File: config.mk
export PLATFORM = sky130hd
export DESIGN_NAME = frac_search_grid
export DESIGN_NICKNAME = d
export VERILOG_FILES = /design/src/rtl/frac_search_pkg.sv /design/src/rtl/sad_row.sv /design/src/rtl/frac_search_grid.sv
export SDC_FILE = /design/constraint.sdc
export NUM_CORES = 1
export LEC_CHECK = 0
export BUFFER_PORTS_ARGS = -buffer_cell sky130_fd_sc_hd__buf_2
export CAP_MARGIN = 20
export CORE_ASPECT_RATIO = 0.7
export CORE_MARGIN = 3
export CORE_UTILIZATION = 35
export DETAILED_ROUTE_END_ITERATION = 6
export HOLD_SLACK_MARGIN = 0.15
export PLACE_DENSITY = 0.59
export SYNTH_ARGS = -nofsm -noshare
export SYNTH_HDL_FRONTEND = slang
export SYNTH_HIERARCHICAL = 1
export SYNTH_SLANG_ARGS = --single-unit
export TNS_END_PERCENT = 50
File: constraint.sdc
create_clock -name clk_i -period 8.6 [get_ports clk_i]
set_input_delay 1.29 -clock clk_i [delete_from_list [all_inputs] [get_ports clk_i]]
set_output_delay 1.29 -clock clk_i [all_outputs]
set_load 0.02 [all_outputs]
File: src/rtl/frac_search_pkg.sv
// Shared definitions for the fractional-pel motion search block.
// Holds the FSM state encoding, a constant clog2, width-derivation helpers
// and the candidate-index to motion-vector mapping.
package frac_search_pkg;

  // FSM state encoding
  localparam logic [1:0] StIdle  = 2'd0;
  localparam logic [1:0] StAccum = 2'd1;
  localparam logic [1:0] StDone  = 2'd2;

  // Ceiling log2; clog2(1) = 0.
  function automatic int unsigned clog2(input int unsigned v);
    int unsigned r;
    for (r = 0; (64'd1 << r) < 64'(v); r++) begin
    end
    return r;
  endfunction

  // Counters need at least one bit even when they only ever hold zero.
  function automatic int unsigned max1(input int unsigned v);
    return (v == 0) ? 1 : v;
  endfunction

  // Width of the per-row SAD: worst case (2^pix_w - 1) * npix.
  function automatic int unsigned row_sad_width(input int unsigned pix_w,
                                                input int unsigned npix);
    return pix_w + clog2(npix);
  endfunction

  // Width of the per-candidate accumulator: worst case (2^pix_w - 1) * npix * rows.
  function automatic int unsigned acc_width(input int unsigned pix_w,
                                            input int unsigned npix,
                                            input int unsigned rows);
    return pix_w + clog2(npix * rows);
  endfunction

  // Candidate index k maps to column (k mod grid) and row (k div grid),
  // both centred on the grid middle.
  function automatic int idx_to_mvx(input int idx, input int grid);
    return (idx % grid) - (grid - 1) / 2;
  endfunction

  function automatic int idx_to_mvy(input int idx, input int grid);
    return (idx / grid) - (grid - 1) / 2;
  endfunction

  // L1 norm of the motion vector for candidate idx.
  function automatic int unsigned mv_l1(input int idx, input int grid);
    int mx;
    int my;
    mx = idx_to_mvx(idx, grid);
    my = idx_to_mvy(idx, grid);
    return int'((mx < 0) ? -mx : mx) + int'((my < 0) ? -my : my);
  endfunction

endpackage

File: src/rtl/sad_row.sv
// Combinational sum of absolute differences across one row of pixels.
// Ports:
//   cand_i : NPIX candidate pixels, pixel i at [i*PIX_W +: PIX_W]
//   ref_i  : NPIX reference pixels, same packing
//   sad_o  : sum over i of |cand_i - ref_i|, PIX_W + clog2(NPIX) bits
module sad_row
  import frac_search_pkg::*;
#(
  parameter int unsigned PIX_W = 8,
  parameter int unsigned NPIX  = 8,
  localparam int unsigned OutW = row_sad_width(PIX_W, NPIX)
) (
  input  logic [NPIX*PIX_W-1:0] cand_i,
  input  logic [NPIX*PIX_W-1:0] ref_i,
  output logic [OutW-1:0]       sad_o
);

  // Absolute differences, one per pixel lane.
  logic [PIX_W-1:0] diff [NPIX];

  always_comb begin
    for (int i = 0; i < NPIX; i++) begin
      if (cand_i[i*PIX_W +: PIX_W] > ref_i[i*PIX_W +: PIX_W]) begin
        diff[i] = cand_i[i*PIX_W +: PIX_W] - ref_i[i*PIX_W +: PIX_W];
      end else begin
        diff[i] = ref_i[i*PIX_W +: PIX_W] - cand_i[i*PIX_W +: PIX_W];
      end
    end
  end

  // Output width covers the all-lanes-maximum case, so the sum cannot wrap.
  always_comb begin
    sad_o = '0;
    for (int i = 0; i < NPIX; i++) begin
      sad_o = sad_o + OutW'(diff[i]);
    end
  end

endmodule

File: src/rtl/frac_search_grid.sv
// Fractional-pel motion search over a GRID x GRID candidate grid.
// Accepts one row of interpolated candidate pixels plus the matching
// reference row per beat, candidate-major (ROWS beats per candidate),
// accumulates SAD per candidate and reports the lowest-cost candidate.
// Optional build macro: FRAC_SEARCH_MVCOST_EN adds LAMBDA*(|mvx|+|mvy|)
// to each candidate's cost before comparison and widens best_sad_o by 1.
// Ports:
//   clk_i, rst_ni   : clock (rising edge), asynchronous active-low reset
//   filter_pix_i    : candidate row, pixel i at [i*PIX_W +: PIX_W]
//   ref_pix_i       : reference row, same packing
//   in_valid_i/in_ready_o   : input beat handshake
//   mvx_o, mvy_o    : signed best motion vector
//   best_sad_o      : best candidate cost
//   best_idx_o      : best candidate index
//   out_valid_o/out_ready_i : result handshake
module frac_search_grid
  import frac_search_pkg::*;
#(
  parameter int unsigned PIX_W  = 8,
  parameter int unsigned NPIX   = 8,
  parameter int unsigned ROWS   = 4,
  parameter int unsigned GRID   = 3,
  parameter int unsigned MV_W   = 3,
  parameter int unsigned LAMBDA = 4,
  localparam int unsigned NCAND = GRID * GRID,
  localparam int unsigned AccW  = acc_width(PIX_W, NPIX, ROWS),
`ifdef FRAC_SEARCH_MVCOST_EN
  localparam int unsigned SW    = AccW + 1,
`else
  localparam int unsigned SW    = AccW,
`endif
  localparam int unsigned IdxW  = max1(clog2(NCAND))
) (
  input  logic                    clk_i,
  input  logic                    rst_ni,
  input  logic [NPIX*PIX_W-1:0]   filter_pix_i,
  input  logic [NPIX*PIX_W-1:0]   ref_pix_i,
  input  logic                    in_valid_i,
  output logic                    in_ready_o,
  output logic [MV_W-1:0]         mvx_o,
  output logic [MV_W-1:0]         mvy_o,
  output logic [SW-1:0]           best_sad_o,
  output logic [IdxW-1:0]         best_idx_o,
  output logic                    out_valid_o,
  input  logic                    out_ready_i
);

  localparam int unsigned RowW    = max1(clog2(ROWS));
  localparam int unsigned RowSadW = row_sad_width(PIX_W, NPIX);

  localparam logic [RowW-1:0] LastRow  = RowW'(ROWS - 1);
  localparam logic [IdxW-1:0] LastCand = IdxW'(NCAND - 1);

  // Elaboration-time parameter sanity.
  if (GRID % 2 == 0) begin : g_chk_grid
    $error("GRID must be odd");
  end
  if ((GRID - 1) / 2 > (1 << (MV_W - 1)) - 1) begin : g_chk_mvw
    $error("MV_W too narrow for GRID");
  end
  if (LAMBDA * (GRID - 1) > (1 << AccW)) begin : g_chk_lambda
    $error("LAMBDA too large for one extra cost bit");
  end

  logic [1:0]      state_q, state_d;
  logic [RowW-1:0] row_q, row_d;
  logic [IdxW-1:0] cand_q, cand_d;
  logic [AccW-1:0] acc_q, acc_d;
  logic [SW-1:0]   best_sad_q, best_sad_d;
  logic [IdxW-1:0] best_idx_q, best_idx_d;
  logic [MV_W-1:0] mvx_q, mvx_d;
  logic [MV_W-1:0] mvy_q, mvy_d;

  logic [RowSadW-1:0] row_sad;
  logic [AccW-1:0]    cand_sum;
  logic [SW-1:0]      cand_cost;
  logic [MV_W-1:0]    cand_mvx, cand_mvy;
  logic               accept;
  logic               last_row, last_cand, better;

  sad_row #(
    .PIX_W (PIX_W),
    .NPIX  (NPIX)
  ) u_sad_row (
    .cand_i (filter_pix_i),
    .ref_i  (ref_pix_i),
    .sad_o  (row_sad)
  );

  // Ready is forced low while reset is asserted, not just after it.
  assign in_ready_o  = rst_ni && (state_q != StDone);
  assign out_valid_o = (state_q == StDone);
  assign accept      = in_valid_i && in_ready_o;

  assign last_row  = (row_q == LastRow);
  assign last_cand = (cand_q == LastCand);
  assign cand_sum  = acc_q + AccW'(row_sad);
  assign cand_mvx  = MV_W'(idx_to_mvx(int'(cand_q), int'(GRID)));
  assign cand_mvy  = MV_W'(idx_to_mvy(int'(cand_q), int'(GRID)));

`ifdef FRAC_SEARCH_MVCOST_EN
  assign cand_cost = SW'(cand_sum) + SW'(LAMBDA * mv_l1(int'(cand_q), int'(GRID)));
`else
  assign cand_cost = cand_sum;
`endif

  // Candidate 0 always loads; strict less-than keeps the lower index on ties.
  assign better = (cand_q == '0) || (cand_cost < best_sad_q);

  always_comb begin
    state_d    = state_q;
    row_d      = row_q;
    cand_d     = cand_q;
    acc_d      = acc_q;
    best_sad_d = best_sad_q;
    best_idx_d = best_idx_q;
    mvx_d      = mvx_q;
    mvy_d      = mvy_q;

    unique case (state_q)
      StIdle, StAccum: begin
        if (accept) begin
          state_d = StAccum;
          if (last_row) begin
            acc_d = '0;
            row_d = '0;
            if (better) begin
              best_sad_d = cand_cost;
              best_idx_d = cand_q;
              mvx_d      = cand_mvx;
              mvy_d      = cand_mvy;
            end
            if (last_cand) begin
              cand_d  = '0;
              state_d = StDone;
            end else begin
              cand_d = cand_q + 1'b1;
            end
          end else begin
            acc_d = cand_sum;
            row_d = row_q + 1'b1;
          end
        end
      end
      StDone: begin
        if (out_ready_i) begin
          state_d = StIdle;
        end
      end
      default: state_d = StIdle;
    endcase
  end

  always_ff @(posedge clk_i or negedge rst_ni) begin
    if (!rst_ni) begin
      state_q    <= StIdle;
      row_q      <= '0;
      cand_q     <= '0;
      acc_q      <= '0;
      best_sad_q <= '0;
      best_idx_q <= '0;
      mvx_q      <= '0;
      mvy_q      <= '0;
    end else begin
      state_q    <= state_d;
      row_q      <= row_d;
      cand_q     <= cand_d;
      acc_q      <= acc_d;
      best_sad_q <= best_sad_d;
      best_idx_q <= best_idx_d;
      mvx_q      <= mvx_d;
      mvy_q      <= mvy_d;
    end
  end

  assign mvx_o      = mvx_q;
  assign mvy_o      = mvy_q;
  assign best_sad_o = best_sad_q;
  assign best_idx_o = best_idx_q;

endmodule

## Word-level counts from Yosys, hierarchy flattened

Index checks and enable logic that the tools add are counted.

| cells by class | value |
|---|---|
| order comparisons | 9 |
| reductions and logical operators | 10 |
| $add $sub $neg | 28 |
| divide/modulo/power cells | 2 |
| muxes and demuxes | 16 |
| equality and inequality tests | 7 |

Operators by type and width:

| kind | number |
|---|---|
| 8-bit subtractor | 16 |
| 11-bit by 8-bit adder with 11-bit output | 6 |
| 8-bit greater-than comparator | 8 |
| 8-bit two-way mux | 8 |
| 5-bit by 3-bit divider with 32-bit output, second input constant | 1 |
| 5-bit by 3-bit modulo with 32-bit output, second input constant | 1 |
| 13-bit by 11-bit adder with 13-bit output | 1 |
| 13-bit less-than comparator | 1 |
| 13-bit two-way mux | 1 |
| 2-bit two-way mux | 5 |
| 8-bit by 8-bit adder with 9-bit output | 1 |
| 3-bit by 2-bit subtractor with 3-bit output, second input constant | 2 |
| 4-bit by 1-bit adder with 4-bit output, second input constant | 1 |
| 2-bit == test, second input constant | 2 |
| 4-bit == test, second input constant | 1 |
| 4-bit logical NOT | 1 |
| 4-bit two-way mux | 1 |
| 2-bit inequality test, second input constant | 2 |
| 2-bit one-hot mux with 2 select lines | 1 |
| 2-bit AND reduction | 2 |
| 4-bit AND reduction | 1 |
| 3-bit AND reduction | 1 |
| 2-bit by 1-bit adder with 2-bit output, second input constant | 1 |
| 2-bit by 1-bit == test with 1-bit output, second input constant | 1 |
| 5 further kinds | 6 |

| word-level totals | value |
|---|---|
| flip-flop bits (word level) | 44 |
| output and inout port bits | 25 |

## Logic depth before layout (Yosys ltp)

| logic depth | value |
|---|---|
| depth after elaboration | 13 |
| depth in mapped cells | 39 |
| gate-level depth less buffers | 36 |

## By module

The synthesis kept the hierarchy.

Modules (own cells, without submodules):

| module | cells each | area an instance (um2) | seq. area each (um2) | times used |
|---|---|---|---|---|
| sad_row | 844 | 6764.0 | 0.0 | 1 |
| frac_search_grid | 284 | 2885.3 | 1101.1 | 1 |

## Worst setup path before layout

No wires, ideal clock.

| timing path | value |
|---|---|
| path kind | input -> register |
| from | input filter_pix_i[16] |
| to | register best_sad_q[11] (netlist: best_sad_o[11]) |
| data required time | 8.472 ns |
| setup slack | -0.606 ns |
| arrival | 9.078 ns |
| stages on the path | 36 |
| cells stage by stage | inv_1 ha_1 inv_1 fa_1 a211oi_1 nor3_1 o21ai_4 mux2i_1 xor2_1 fa_1 inv_1 fa_1 fa_1 inv_1 fa_1 inv_1 ha_1 fa_1 a21o_1 a21oi_1 nor2b_1 o31ai_1 a21boi_0 ha_1 clkbuf_1 and3_1 o31a_1 o311ai_2 ha_1 a21oi_1 o21ai_0 nor3_1 o311ai_1 a21o_1 buf_2 mux2_1 |

| on the way | value |
|---|---|
| cells in the longest elaborated chain, start to end | 12 |
| elaborated cells on any way between the ends | 14 |
| those cells by class | add/sub (9); order compare (2); mux (1); reduce/logical (2) |

RTL lines:

| element | RTL line | source |
|---|---|---|
| start, declared | frac_search_grid.sv:36 | `input logic [NPIX*PIX_W-1:0] filter_pix_i,` |
| 8-bit subtractor (tied with other cells) | sad_row.sv:26 | `diff[i] = ref_i[i*PIX_W +: PIX_W] - cand_i[i*PIX_W +: PIX_W];` |
| 8-bit two-way mux * | sad_row.sv:23 | `if (cand_i[i*PIX_W +: PIX_W] > ref_i[i*PIX_W +: PIX_W]) begin` |
| 11-bit by 8-bit adder with 11-bit output * (6 in a row) | sad_row.sv:35 | `sad_o = sad_o + OutW'(diff[i]);` |
| net row_sad[8] | frac_search_grid.sv:74 | `logic [RowSadW-1:0] row_sad;` |
| 13-bit by 11-bit adder with 13-bit output * | frac_search_grid.sv:97 | `assign cand_sum = acc_q + AccW'(row_sad);` |
| net cand_cost[12] | frac_search_grid.sv:76 | `logic [SW-1:0] cand_cost;` |
| 13-bit less-than comparator * | frac_search_grid.sv:108 | `assign better = (cand_q == '0) \|\| (cand_cost < best_sad_q);` |
| 1-bit logical OR * | frac_search_grid.sv:108 |  |
| 4-bit AND reduction (no line) * | -- |  |
| end signal, assigned | frac_search_grid.sv:169 | `best_sad_q <= best_sad_d;` |
| end, declared | frac_search_grid.sv:69 | `logic [SW-1:0] best_sad_q, best_sad_d;` |

The timed path passes the listed nets; every way through them passes the cells marked *.
A chain may end at the register's enable or synchronous reset.

## Final worst setup path

| timing path | value |
|---|---|
| from | input filter_pix_i[16] |
| to | register best_sad_q[2] (netlist: best_sad_o[2]) |

The elaborated chain is that of the path after synthesis.

==> flow_summary.toml <==
[sta]
fin_crit_ns = 8.87
setup_viol = 23
maxSlewViolCount = 0
rsz0062_at_grt = "yes"
fin_ws_ns = -0.268
fin_setup_tns_ns = -5.36
finalClockSkew_ns = 0.00820
final-hold-violation-count = 0
worst_pin_slew_ns = 0.757
fmax_mhz = 113
relSlewSlack = 0.494
period_share = 1.03

[yosys]
synthesis.area_sq_mm = 0.00965
synth_cell_types = 64
synth_edf_count = 0
syn-num-nets = 1488
syn_area_per_cell_sq_um = 8.55
syn_inst = 1128
synth-seq-cells = 44
seq_area_frac_synth = 0.114
yosysWarnings = 6
synth_flop_cell = "dfrtp_1"
ys_async_sr_fraction = 1.00

[grt]
overflow = 0
grtUsageTotal = 0.181
grt_pass1_wl_um = 44800
antenna_found_initial = 0
grt_start_max_net_pins = 47
grt_pass1_vias = 8903

[placement]
hpwlAfterDp_um = 24000
port_buffers = 156
gp_congestion = 0.861
placed_cells = 1850

[critical_path]
crit_top_cell = "fa_1"
crit_type = "primary input to register"
cpPeakStageDelay_ns = 0.53
critical_path.slowest_cell = "fa_1"
cp.required_ns = 8.77
crit_arrival_ns = 9.04
end_kind = "register"
crit_fanout = 7
start_kind = "primary input"

[die]
die_w_um = 204
die_h_um = 145
rows = 50
io_pins = 157
die-area_sq_mm = 0.0296
initial_core_util = 0.359
core_region_area_sq_mm = 0.0269

[drt]
first_iter_violations = 511
wl_um = 27500
via_per_inst = 4.89
drtAntennaViolNets = 0
drc_errors = 0
first_pass_iters = 5
via_count = 9178
detail_route.wl_per_cell_um = 14.7

[finish]
post-route-util = 0.493
drive_above_1_share = 0.348
syn2layout_area_growth_pct = 37.4
final_nets = 1873
antennaDiodeCount = 0
fin_cells = 1877
mostFrequentLayoutCells = "buf_4, inv_1, ha_1, buf_2, a21oi_1"
fillers = 2624
final_common_cell = "buf_4"

[clock_network]
clock_path_buffers = 2
cts_sinks = 44
cts_buffers = 5
h-tree-depth = 2
clock-root-buffer = "clkbuf_16"
hold_buffers = 0
clk_latency_ns = 0.29
cts_tree = "yes"
cts.reportedPaths.clkPinSlew_ns = 0.06

[run_status]
violations = "negative setup slack"
status = "finished with violations"

[hold_path]
holdCritPathClass = "register to register"

[flow_run]
cap_violations = 0
## through the flow
| stage | cell area (sq um) | worst slack (ns) | hold WS (ns) |
|---|---|---|---|
| after CTS | 12900 | -0.336 | 0.476 |
| final | 13300 | -0.268 | 0.480 |
| after global routing | 13300 | -0.640 | 0.505 |
| after detailed placement | 12600 | -0.860 | 0.471 |
| after floorplan | 9840 | -0.0897 | 0.440 |
| after global placement | 12600 | -0.695 | 0.465 |
## path summary, 6_finish.rpt
check / slack, ns / endpoint / start / depth (start not counted)
worst min-delay path: 0.48 / state_q[0] / state_q[1] / 1
max in group asynchronous: 7.34 / acc_q[10] / rst_ni / 2
min in group asynchronous: 0.82 / state_q[1] / rst_ni / 1
worst max-delay path: -0.27 / best_sad_o[2] / filter_pix_i[16] / 36
worst max register to register: 4.94 / best_sad_o[2] / acc_q[0] / 16
worst min register to register: 0.48 / state_q[0] / state_q[1] / 1
## flip-flops by register name, summed over array words and instances (netlist names)
register,cells
state_q,2
best_sad_o,13
cand_q,4
row_q,2
best_idx_o,4
mvy_o,3
mvx_o,3
acc_q,13
## area by class of cell
class	count	area, sq um	area share
Inverter	221	842	0.0635
Clock buffer	6	129	0.00972
Clock inverter	1	5.00	0.000378
Timing Repair Buffer	420	2820	0.213
Multi-Input combinational cell	821	7900	0.596
Sequential cell	44	1100	0.0831
Tap cell	364	455	0.0344
## metal layers
metal | share of wire | GRT usage
met2 | 0.41 | 0.258
met3 | 0.056 | 0.0218
met5 | 0 | 0
met1 | 0.53 | 0.298
met4 | 0.0044 | 0.0134
## kinds of logic after synthesis
group / count (synthesis) / synth area share
xor+xnor: 61 / 0.0554
flops: 44 / 0.114
fa+ha+maj: 228 / 0.345
mux: 83 / 0.0900
simple gates: 175 / 0.0923
compound gates: 274 / 0.191
buf+inv: 263 / 0.112
## synth_stat cells, types with 4 or more instances
library cell / n / area (sq um)
o21bai_1: 4 / 30.0
mux2i_1: 56 / 561
o21a_1: 8 / 60.1
nand2_1: 54 / 203
buf_6: 7 / 78.8
nor3_1: 8 / 40.0
a31oi_1: 23 / 144
a21o_1: 50 / 375
xnor2_1: 33 / 289
a211oi_1: 26 / 195
o22ai_1: 6 / 37.5
xor2_1: 28 / 245
mux2_2: 12 / 135
ha_1: 164 / 2050
fa_1: 64 / 1280
nor2_1: 35 / 131
a311oi_1: 8 / 70.1
o21ai_0: 38 / 190
and3_1: 6 / 37.5
inv_1: 221 / 830
nand2b_1: 6 / 37.5
nand3b_1: 13 / 97.6
mux2_1: 14 / 158
nand4_1: 13 / 81.3
buf_2: 28 / 140
clkbuf_1: 4 / 15.0
dfrtp_1: 44 / 1100
nand3_1: 15 / 75.1
a21oi_1: 73 / 365
a22o_1: 10 / 87.6
nor2b_1: 6 / 37.5
## timing repair
item | 4_1_cts | 5_1_grt
pin swaps | 28 | 54
endpoints found under the setup margin | 23 | 23
gates resized for setup | 22 | 46
setup buffers | 11 | 7
gates cloned | 1 | 0
## critical path: cells and delay by family
kind	cells	cell delay [ns]
adders and majority gates	9	3.33
AOI/OAI and AO/OA	12	2.12
buffers and inverters	8	0.72
and+or+nand+nor	3	0.59
muxes	2	0.49
xor gates and xnor gates	2	0.46
Power is left out: the tool's default activity adds up to more than one toggle a clock period on the data nets, which glitch-free logic cannot reach.
